### src/rtl/float_encode_pipe.sv
// Three-stage packer from an unpacked (sign, signed exponent, raw significand) value to IEEE-style Float data.
// Define FLOAT_ENCODE_SATURATE_EN to clamp rounding-path overflow to max finite instead of infinity.
module float_encode_pipe #(
  parameter int EXP    = 8,
  parameter int FRAC   = 23,
  parameter int ACC    = 32,
  parameter int EXP_IN = 10
) (
  input  logic                clock,
  input  logic                reset,
  input  logic                in_valid,
  output logic                in_ready,
  input  logic                in_sign,
  input  logic [EXP_IN-1:0]   in_exp,
  input  logic [ACC-1:0]      in_frac,
  input  logic                in_isInf,
  input  logic                in_isNan,
  output logic                out_valid,
  input  logic                out_ready,
  output logic [EXP+FRAC:0]   out_data,
  output logic                out_inexact,
  output logic                out_overflow,
  output logic                out_underflow
);

  localparam int LZW = $clog2(ACC + 1);
  localparam int EW  = EXP_IN + 2;
  localparam int SHW = $clog2(ACC + 2);
  localparam logic signed [EW-1:0] BIAS = EW'((1 << (EXP - 1)) - 1);
  localparam logic signed [EW-1:0] EMAX = EW'((1 << EXP) - 1);
  localparam logic signed [EW-1:0] SAT  = EW'(ACC + 1);

  logic advance;
  assign advance  = !out_valid || out_ready;
  assign in_ready = advance || reset;

  // S1: leading-zero count; the lowest-to-highest scan leaves the highest set bit's count.
  logic [LZW-1:0] lz;
  always_comb begin
    lz = LZW'(ACC);
    for (int i = 0; i < ACC; i++)
      if (in_frac[i]) lz = LZW'(ACC - 1 - i);
  end

  logic                 v1, sign1, inf1, nan1, zero1;
  logic [ACC-1:0]       frac1;
  logic [LZW-1:0]       lz1;
  logic signed [EW-1:0] e1;

  // S2: normalize, bias, and shift tiny values into the denormal range.
  logic signed [EW-1:0] b, sh_raw, b_clip;
  logic [SHW-1:0]       sh;
  logic [ACC-1:0]       norm, den;
  logic [2*ACC:0]       wide;
  logic                 b_pos;

  always_comb begin
    b      = e1 + BIAS;
    b_pos  = !b[EW-1] && (b != '0);
    norm   = frac1 << lz1;
    sh_raw = EW'(1) - b;
    if (b_pos)              sh = '0;
    else if (sh_raw > SAT)  sh = SHW'(ACC + 1);
    else                    sh = sh_raw[SHW-1:0];
    wide   = {norm, {(ACC + 1){1'b0}}} >> sh;
    den    = wide[2*ACC -: ACC];
    b_clip = b_pos ? b : '0;
  end

  logic                 v2, sign2, inf2, nan2, zero2, guard2, sticky2;
  logic signed [EW-1:0] b2;
  logic [FRAC:0]        mant2;

  // S3: round to nearest even; a denormal's carry lands in the hidden bit, a normal's above it.
  logic                 round_up, tiny, carry, inexact, ovf;
  logic [FRAC+1:0]      sum;
  logic signed [EW-1:0] exp_r;
  logic [EXP+FRAC:0]    data_n;
  logic                 inx_n, ovf_n, unf_n;

  always_comb begin
    round_up = guard2 && (sticky2 || mant2[0]);
    sum      = {1'b0, mant2} + {{(FRAC + 1){1'b0}}, round_up};
    tiny     = (b2 == '0);
    carry    = tiny ? sum[FRAC] : sum[FRAC+1];
    exp_r    = b2 + $signed({{(EW - 1){1'b0}}, carry});
    inexact  = guard2 || sticky2;
    ovf      = (b2 >= EMAX) || (exp_r >= EMAX);
    data_n   = '0;
    inx_n    = 1'b0;
    ovf_n    = 1'b0;
    unf_n    = 1'b0;
    if (nan2) begin
      data_n = {1'b0, {EXP{1'b1}}, {FRAC{1'b1}}};
    end else if (inf2) begin
      data_n = {sign2, {EXP{1'b1}}, {FRAC{1'b0}}};
    end else if (zero2) begin
      data_n = {sign2, {(EXP + FRAC){1'b0}}};
    end else if (ovf) begin
`ifdef FLOAT_ENCODE_SATURATE_EN
      data_n = {sign2, {(EXP - 1){1'b1}}, 1'b0, {FRAC{1'b1}}};
`else
      data_n = {sign2, {EXP{1'b1}}, {FRAC{1'b0}}};
`endif
      inx_n  = 1'b1;
      ovf_n  = 1'b1;
    end else begin
      data_n = {sign2, exp_r[EXP-1:0], sum[FRAC-1:0]};
      inx_n  = inexact;
      unf_n  = tiny && inexact;
    end
  end

  // NOTE: every register, datapath included, is reset so bubbles never carry X into out_data.
  always_ff @(posedge clock) begin
    if (reset) begin
      {v1, sign1, inf1, nan1, zero1} <= '0;
      frac1 <= '0;
      lz1   <= '0;
      e1    <= '0;
      {v2, sign2, inf2, nan2, zero2, guard2, sticky2} <= '0;
      b2    <= '0;
      mant2 <= '0;
      out_valid     <= 1'b0;
      out_data      <= '0;
      out_inexact   <= 1'b0;
      out_overflow  <= 1'b0;
      out_underflow <= 1'b0;
    end else if (advance) begin
      v1    <= in_valid;
      sign1 <= in_sign;
      inf1  <= in_isInf;
      nan1  <= in_isNan;
      zero1 <= (in_frac == '0);
      frac1 <= in_frac;
      lz1   <= lz;
      e1    <= $signed({{2{in_exp[EXP_IN-1]}}, in_exp})
             - $signed({{(EW - LZW){1'b0}}, lz});

      v2      <= v1;
      sign2   <= sign1;
      inf2    <= inf1;
      nan2    <= nan1;
      zero2   <= zero1;
      b2      <= b_clip;
      mant2   <= den[ACC-1 -: FRAC+1];
      guard2  <= den[ACC-2-FRAC];
      sticky2 <= (|den[ACC-3-FRAC:0]) || (|wide[ACC:0]);

      out_valid     <= v2;
      out_data      <= data_n;
      out_inexact   <= inx_n;
      out_overflow  <= ovf_n;
      out_underflow <= unf_n;
    end
  end

endmodule
### config.mk
export PLATFORM = sky130hd
export DESIGN_NAME = float_encode_pipe
export DESIGN_NICKNAME = d
export VERILOG_FILES = /design/src/rtl/float_encode_pipe.sv
export SDC_FILE = /design/constraint.sdc
export NUM_CORES = 1
export LEC_CHECK = 0
export BUFFER_PORTS_ARGS = -buffer_cell sky130_fd_sc_hd__buf_2
export CAP_MARGIN = 20
export CORE_UTILIZATION = 40
export CTS_CLUSTER_DIAMETER = 50
export CTS_CLUSTER_SIZE = 40
export DETAILED_ROUTE_END_ITERATION = 10
export MAX_ROUTING_LAYER = met4
export PLACE_DENSITY = 0.55
export SYNTH_ARGS = -nofsm -noshare
export SYNTH_HDL_FRONTEND = slang
export SYNTH_SLANG_ARGS = --single-unit
### constraint.sdc
create_clock -name clock -period 5.5 [get_ports clock]
set_input_delay 1.1 -clock clock [delete_from_list [all_inputs] [get_ports clock]]
set_output_delay 1.1 -clock clock [all_outputs]
set_load 0.02 [all_outputs]
# ---- Word-level counts from Yosys, hierarchy flattened
# Cells that the tools add are included.
dict set report word_totals {
  register_bits 134
  input_bits 49
  out_inout_bits 37
  word_cells 100
}
dict set report classes {
  add_sub_neg 5
  magnitude_cmp 3
  shift 2
  mux 52
  n_reduce_logical 16
}
# operator count
set op_table {}
lappend op_table {{6-bit 2-to-1 mux} 34}
lappend op_table {{31-bit 2-to-1 mux} 3}
lappend op_table {{65-bit by 6-bit >> shifter with 65-bit output} 1}
lappend op_table {{33-bit OR reduction} 1}
lappend op_table {{32-bit zero test} 1}
lappend op_table {{32-bit 2-to-1 mux} 1}
lappend op_table {{32-bit by 6-bit << shifter with 32-bit output} 1}
lappend op_table {{24-bit by 1-bit adder with 25-bit output} 1}
lappend op_table {{12-bit by 9-bit >= comparator with 1-bit output (second input constant)} 2}
lappend op_table {{1-bit 2-to-1 mux} 13}
lappend op_table {{12-bit by 2-bit adder with 12-bit output} 1}
lappend op_table {{12-bit by 8-bit adder with 12-bit output (second input constant)} 1}
lappend op_table {{12-bit by 7-bit > comparator with 1-bit output (second input constant)} 1}
lappend op_table {{12-bit zero test} 1}
lappend op_table {{12-bit 2-to-1 mux} 1}
lappend op_table {{12-bit nonzero test} 1}
lappend op_table {{2-bit by 12-bit subtractor with 12-bit output (first input constant)} 1}
lappend op_table {{10-bit by 7-bit subtractor with 11-bit output} 1}
lappend op_table {{7-bit OR reduction} 1}
lappend op_table {{1-bit logical OR} 6}
lappend op_table {{1-bit logical AND} 3}
lappend op_table {{1-bit zero test} 2}

# ---- Depth between registers and ports, before layout
# Gate-level depths: netlist (run 1).
dict set report logic_depth {
  word_depth 33
  mapped_depth 25
}

# ---- Worst setup path before layout (run 1)
# No wires, ideal clock.
dict set report synth_timing {
  path_type {register to register}
  from {register e1[0]}
  to {register sticky2}
  setup_time_ps 127
  t_arrival_ps 5040
  path_slack_ps 333
  path_stages_with_launch 21
  path_buffers 4
  cell_sequence {dfxtp_1 -> clkbuf_1 -> inv_1 -> clkbuf_1 -> ha_1 -> buf_2 -> or3b_2 -> o31a_1 -> a21oi_1 -> mux2i_1 -> o221a_2 -> a31o_2 -> buf_4 -> nor3_1 -> or3_4 -> a22oi_4 -> mux2i_1 -> or3_1 -> o32ai_1 -> a41oi_1 -> or3b_1}
}
dict set report synth_between {
  elab_chain_len 8
}
# element line
set synth_lines {}
lappend synth_lines {{start, declared} 48} ;# logic signed [EW-1:0] e1;
lappend synth_lines {{start signal, assigned} 137} ;# e1 <= $signed({{2{in_exp[EXP_IN-1]}}, in_exp})
lappend synth_lines {{12-bit by 8-bit adder with 12-bit output (*)} 58} ;# b = e1 + BIAS;
lappend synth_lines {{2-bit by 12-bit subtractor with 12-bit output} 61} ;# sh_raw = EW'(1) - b;
lappend synth_lines {{12-bit by 7-bit > comparator with 1-bit output} 63} ;# else if (sh_raw > SAT) sh = SHW'(ACC + 1);
lappend synth_lines {{6-bit 2-to-1 mux} 63}
lappend synth_lines {{6-bit 2-to-1 mux (*)} 62} ;# if (b_pos) sh = '0;
lappend synth_lines {{65-bit by 6-bit >> shifter with 65-bit output (*)} 65} ;# wide = {norm, {(ACC + 1){1'b0}}} >> sh;
lappend synth_lines {{33-bit OR reduction / 7-bit OR reduction (equally long branches)} 148} ;# sticky2 <= (|den[ACC-3-FRAC:0]) || (|wide[ACC:0]);
lappend synth_lines {{1-bit logical OR (*)} 148}
lappend synth_lines {{end signal, assigned} 148}
lappend synth_lines {{end, declared} 70} ;# logic v2, sign2, inf2, nan2, zero2, guard2, sticky2;
# Every way passes the cells marked *; elsewhere a longest branch is shown, timed or not.
# A chain may end at the register's enable or synchronous reset.

# ---- Worst setup path in the final report (run 1)
# Same ends and word-level chain as after synthesis.

==> flow_summary.yaml, run 1 <==
run_status:
  run_status: "finished clean"
clock_tree:
  clk-insertion-delay-late_ns: 0.43
  numCtsBuffers: 17
  numClockSinks: 133
  htreeDepth: 4
  clk_pin_slew_ns: 0.08
  cts_root_buffer: "clkbuf_16"
  cts_buffer_depth: 2
  cts_tree: "yes"
  holdBufCountCts: 0
timing:
  timing_hold_violations_final: 0
  setup_viol: 0
  rsz0062_at_grt: "false"
  max_clock_freq_ghz: 0.195
  worstMarginPinSlew_ns: 0.966
  skew_ns: 0.0217
  period_minus_slack_ns: 5.13
  slew_headroom_pct: 35.2
  tns_ns: 0
  post-route-period-util_pct: 93.3
  final_max_slew_viol_count: 0
synth:
  avgSynthCellArea_sq_um: 7.25
  syn_nets: 1580
  seq_area_frac_synth_pct: 24.2
  syn_area_sq_um: 11000
  ys.flop_type: "dfxtp_1"
  ys_types: 91
  ys_seq_elements: 133
  synthesis.instances: 1516
  ys.warnings.count: 0
  synth_edf_count: 0
  ys_async_sr_fraction_pct: 0
critical_path:
  crit_path_frequent_cell: "mux2i_1"
  end_kind: "register"
  arrival_ns: 5.44
  start_kind: "register"
  path_buf_inv: 2
  path_cells: "inv_1, ha_1, or3b_2, o21ai_0, xor2_1, o2111a_1, o211a_4, a31o_2, buf_4, mux2i_1, a211oi_1, mux2i_1, mux2i_1, or3_1, o32ai_1, a41oi_1, or3b_1"
  cp_slowest_cell: "or3b_2"
  critPathMaxFanout: 20
  crit_required_ns: 5.81
  path_delay_family: "compound AO/OA/AOI/OAI gates"
  max_stage_delay_ns: 0.57
  critPathKind: "reg2reg"
detailed_routing:
  via_per_inst: 5.99
  vias: 11400
  first_pass_iters: 5
  ant_nets: 0
  drt-initial-drc-count: 1044
  wl_um: 35700
  drc: 0
  routedWlPerCell_um: 18.7
floorplan:
  start_util_pct: 40.8
  ios: 86
  die_h_um: 168
  coreArea_sq_um: 27000
  die-area_sq_um: 28100
  die_w_um: 168
  num_rows: 60
min_path:
  hold_class: "reg2reg"
finish:
  layout.nets: 1622
  layout-drive-gt1-share_pct: 15.9
  syn2layout_area_growth_pct: 12.8
  antenna_cells: 0
  nFillCells: 2728
  post-route-util_pct: 46.0
power:
  p_leak_uw: 0.00486
  irDropWorstVdd_uv: 226
  power.density_nw_per_um2: 288
global_routing:
  grt_pass1_vias: 10500
  track_usage_pct: 25.9
  grt_antenna_before_repair: 0
  grt_pass1_wl_um: 57100
  gr-total-overflow: 0
  grt_max_degree: 75
place:
  place.gp.congestion: 0.969
  dp.final_hpwl_um: 26500
  io_buffers: 85
flow_run:
  cap_viol_max_count: 0
==> logic make-up after synthesis <==
logic type	after synthesis	share of synthesized area [%]
and+or+nand+nor	678	28.3
AOI/OAI and AO/OA	417	25.3
buffers and inverters	142	5.56
DFF	133	24.2
muxes	84	11.1
xor gates and xnor gates	47	3.75
adders and majority gates	15	1.78
==> cell usage in the layout, fill, tap and decap left out, types with 6 or more instances in the layout <==
| master | n |
|---|---|
| a211o_1 | 10 |
| a211oi_1 | 30 |
| a21o_1 | 7 |
| a21oi_1 | 119 |
| a221oi_1 | 6 |
| a22o_1 | 12 |
| a22oi_1 | 11 |
| a31oi_1 | 17 |
| a32o_1 | 6 |
| and2_1 | 18 |
| and3_1 | 15 |
| buf_2 | 84 |
| buf_4 | 52 |
| clkbuf_16 | 17 |
| dfxtp_1 | 132 |
| ha_1 | 14 |
| inv_1 | 24 |
| mux2_2 | 6 |
| mux2i_1 | 48 |
| mux4_2 | 30 |
| nand2_1 | 252 |
| nand3_1 | 62 |
| nand4_1 | 16 |
| nor2_1 | 181 |
| nor2b_1 | 7 |
| nor3_1 | 51 |
| nor4_1 | 11 |
| o211ai_1 | 13 |
| o21ai_0 | 72 |
| o21bai_1 | 15 |
| o22ai_1 | 28 |
| o31ai_1 | 10 |
| or2_2 | 10 |
| or3_1 | 9 |
| xnor2_1 | 23 |
| xor2_1 | 24 |
==> worst reg2reg max path: cells and delay by family, from the launching register on <==
family / cells / cell delay, ns
compound gates: 7 / 1.80
fa+ha+maj: 1 / 0.29
mux: 3 / 0.63
buf+inv: 2 / 0.34
xor+xnor: 1 / 0.28
flops: 1 / 0.32
simple gates: 3 / 1.35
==> registers in the layout (all words and copies together), names as in the netlist, 6 cells and up <==
| signal | cells |
|---|---|
| lz1 | 6 |
| b2 | 12 |
| out_data | 32 |
| mant2 | 24 |
| frac1 | 32 |
| e1 | 11 |
==> cell type report <==
type	count	area, sq um	share of cell area, %
multi-input cells	1241	7740	62.4
flip-flops and latches	133	2660	21.5
repair buffers	138	858	6.92
clock inverters	15	181	1.46
well taps	341	427	3.44
inverters	27	101	0.818
clock buffers	17	425	3.43
==> metal layers <==
layer | wire [um] | global-route usage [%] | vias up
met3 | 2220 | 4.21 | 43
met2 | 16100 | 39.3 | 440
met4 | 603 | 6.78 | 0
met5 | 0 | - | -
met1 | 16800 | 35.6 | 5365
li1 | - | - | 5598
==> what timing repair did <==
action,CTS,global route
endpoints found under the setup margin,0,1
buffers inserted,0,0
gates resized for setup,0,1
==> final timing paths <==
path / from / to / slack (ns) / cells past startpoint
min reg2reg: sign1 / sign2 / 0.45 / 2
min: sign1 / sign2 / 0.45 / 2
max: e1[0] / sticky2 / 0.37 / 17
max reg2reg: e1[0] / sticky2 / 0.37 / 17
==> metrics by stage <==
stage	instances	power [uW]	setup WS, ns	instance area (sq um)	hold WS, ns
global placement	1879	2370	0.448	11800	0.440
floorplan	1516	2000	0.333	11000	0.431
finish	1912	3580	0.370	12400	0.452
CTS	1911	3580	0.437	12400	0.451
global route	1912	3770	0.0196	12400	0.469
detailed placement	1879	2360	0.456	11800	0.445
==> cell usage after synthesis (17+ instances only) <==
| library cell | n | area, sq um |
|---|---|---|
| a21oi_1 | 119 | 596 |
| and2_1 | 18 | 113 |
| nand3_1 | 62 | 310 |
| o21ai_0 | 72 | 360 |
| xnor2_1 | 23 | 201 |
| nand2_1 | 252 | 946 |
| dfxtp_1 | 133 | 2660 |
| xor2_1 | 24 | 210 |
| mux4_2 | 30 | 676 |
| o22ai_1 | 28 | 175 |
| a211oi_1 | 30 | 225 |
| inv_1 | 24 | 90.1 |
| mux2i_1 | 48 | 480 |
| nor2_1 | 182 | 683 |
| nor3_1 | 51 | 255 |
| clkbuf_1 | 76 | 285 |
| a31oi_1 | 17 | 106 |
==> where the power goes <==
part | switching [uW] | internal, uW | total [uW]
Clock | 559 | 653 | 1210
Sequential | 103 | 1050 | 1160
Combinational | 752 | 453 | 1210
Power figures use the tool's default switching activity.
==> run 2: changes to the inputs <==
Settings changed: ABC_AREA from default to 1.
==> flow_summary.yaml, run 2 <==
detailed_routing:
  routedWlPerCell_um: 15.1
  drt-initial-drc-count: 1078
  drc: 0
  via_per_inst: 5.36
  first_pass_iters: 5
  vias: 11400
  ant_nets: 0
  wl_um: 32100
finish:
  nFillCells: 2706
  layout.nets: 1851
  antenna_cells: 0
  largestRegisters: "frac1: 32 flops, out_data: 32 flops, mant2: 24 flops"
  final_common_cell: "nand2_1"
  mostFrequentLayoutCells: "nand2_1, nand3_1, inv_1, o21ai_0, dfxtp_1"
  syn2layout_area_growth_pct: 16.4
  post-route-util_pct: 47.9
  layout-drive-gt1-share_pct: 13.4
synth:
  synth_area_leaders: "dfxtp_1, nand2_1, nand3_1"
  avgSynthCellArea_sq_um: 5.81
  synth_xor_area_share_pct: 0.780
  synth_top_area_share_pct: 26.4
  synth-simple-area-share_pct: 40.4
  ys.warnings.count: 0
  synthTopCellsByCount: "nand2_1, nand3_1, inv_1"
  ys_async_sr_fraction_pct: 0
  synth_top_family_by_area: "simple AND/OR/NAND/NOR gates"
  synth_most_common_cell: "nand2_1"
  synthesis.instances: 1739
  seq_area_frac_synth_pct: 26.4
  synth_fa_ha_area_share_pct: 1.93
  syn_nets: 1803
  synth-compound-area-share_pct: 18.1
  synth_edf_count: 0
  muxShareOfSynthArea_pct: 0.991
  ys.flop_type: "dfxtp_1"
  ys_types: 43
  ys_seq_elements: 133
  yosysTopAreaCell: "dfxtp_1"
  syn_area_sq_um: 10100
timing:
  slew_headroom_pct: 35.9
  skew_ns: 0.0170
  rsz0062_at_grt: "true"
  setup_viol: 0
  timing_hold_violations_final: 0
  tns_ns: 0
  post-route-period-util_pct: 96.8
  period_minus_slack_ns: 5.32
  worstMarginPinSlew_ns: 0.961
  final_max_slew_viol_count: 0
  max_clock_freq_ghz: 0.188
floorplan:
  die_h_um: 161
  coreArea_sq_um: 24500
  start_util_pct: 41.2
  ios: 86
  die_w_um: 161
  die-area_sq_um: 25900
  num_rows: 57
critical_path:
  r2r_start: "mant2[0]"
  start_kind: "register"
  max_stage_delay_ns: 0.35
  arrival_ns: 5.68
  rrSetupSlack_ns: 0.18
  crit_path_frequent_cell: "nor2_2"
  critPathKind: "reg2reg"
  end_kind: "register"
  r2r-end: "out_data[18]"
  crit_required_ns: 5.86
  rr_worst_depth: 42
  cp_slowest_cell: "dfxtp_2"
  critPathMaxFanout: 6
power:
  p_leak_uw: 0.00552
  power_uw: 3550
  power.density_nw_per_um2: 302
  irDropWorstVdd_uv: 210
run_status:
  run_status: "finished clean"
min_path:
  min-delay-start: "inf1"
  holdPathEnd: "inf2"
  hold_class: "reg2reg"
  min_path_cells: 2
clock_tree:
  numCtsBuffers: 17
  cts_buffer_depth: 2
  clk_pin_slew_ns: 0.07
  cts_tree: "yes"
  htreeDepth: 4
  numClockSinks: 133
  holdBufCountCts: 0
  cts_root_buffer: "clkbuf_16"
  clk-insertion-delay-late_ns: 0.43
place:
  io_buffers: 85
  place.gp.congestion: 0.919
  dp.final_hpwl_um: 23500
global_routing:
  met3_usage_pct: 3.49
  track_usage_pct: 25.7
  grt_pass1_vias: 10400
  grtUsageMet2_pct: 38.9
  grt_antenna_before_repair: 0
  grt_max_degree: 79
  use_met1_pct: 36.0
  grt_pass1_wl_um: 52400
  gr-total-overflow: 0
  busiest_layer: "met2"
flow_run:
  cap_viol_max_count: 0
## run 2: cell count changes in the layout (fill, tap and decap cells not counted), moves of 30 or more
cell      change
nand2_1     +261
nand3_1     +174
inv_1       +159
o21ai_0      +85
a21oi_1      -78
nor2_1       -69
nor3_1       -47
mux2i_1      -38
a211oi_1     -30
mux4_2       -30
## run 2: worst max path at each step
stage,start,to,cells after the start
3_5_place_dp,mant2[0],out_data[17],39
5_1_grt,mant2[0],out_data[22],42
4_1_cts,sticky2,out_data[5],39
3_3_place_gp,mant2[0],out_data[19],39
6_report,mant2[0],out_data[18],42
2_1_floorplan,mant2[0],out_data[10],39
## run 2: layer usage
metal,share of wire (%),routed length (um)
met3,4.6,1490
met5,0,0
met2,43,14000
met1,50,16200
met4,1.5,486
## run 2: final cells by class
type / instances / area (sq um) / share of cell area [%]
Inverter: 203 / 762 / 6.48
Clock buffer: 18 / 439 / 3.74
Clock inverter: 14 / 181 / 1.54
Tap cell: 324 / 405 / 3.45
Timing Repair Buffer: 122 / 771 / 6.56
Multi-Input combinational cell: 1310 / 6530 / 55.6
Sequential cell: 133 / 2670 / 22.7
## run 2: where the power goes
group	internal [uW]	leakage [uW]	switching, uW
sequential	1060	0.00110	71.5
combinational	398	0.00412	803
clock	705	0.000303	514
total	2160	0.00552	1390
## run 2: through the flow
step	cell area (sq um)	hold WS (ns)	cells	setup slack [ns]
final	11800	0.471	2124	0.178
after global routing	11800	0.494	2124	-0.274
after CTS	11400	0.479	2112	0.0885
after detailed placement	10800	0.467	2080	0.149
after global placement	10800	0.459	2080	0.269
after floorplan	10100	0.444	1739	0.688
## run 2: cells by family (layout without fill, tap and decap cells)
kind of cell	after synthesis	in the layout
AND/OR/NAND/NOR	952	952
AO/OA/AOI/OAI	324	324
buffers and inverters	296	357
flip-flops	133	133
adder cells (fa/ha/maj)	15	15
multiplexers	10	10
XOR/XNOR	9	9
## run 2: what timing repair did
item | CTS | global route
gates resized for setup | 0 | 62
endpoints found under the hold margin | 0 | 0
setup buffers | 0 | 9
endpoints found under the setup margin | 0 | 33
## run 2: critical path: cells and delay by family (launching register included)
kind            cells  cell delay (ns)
flops               1             0.35
simple gates       26             3.03
compound gates      4             0.53
fa+ha+maj           3             0.55
buf+inv             9             0.78
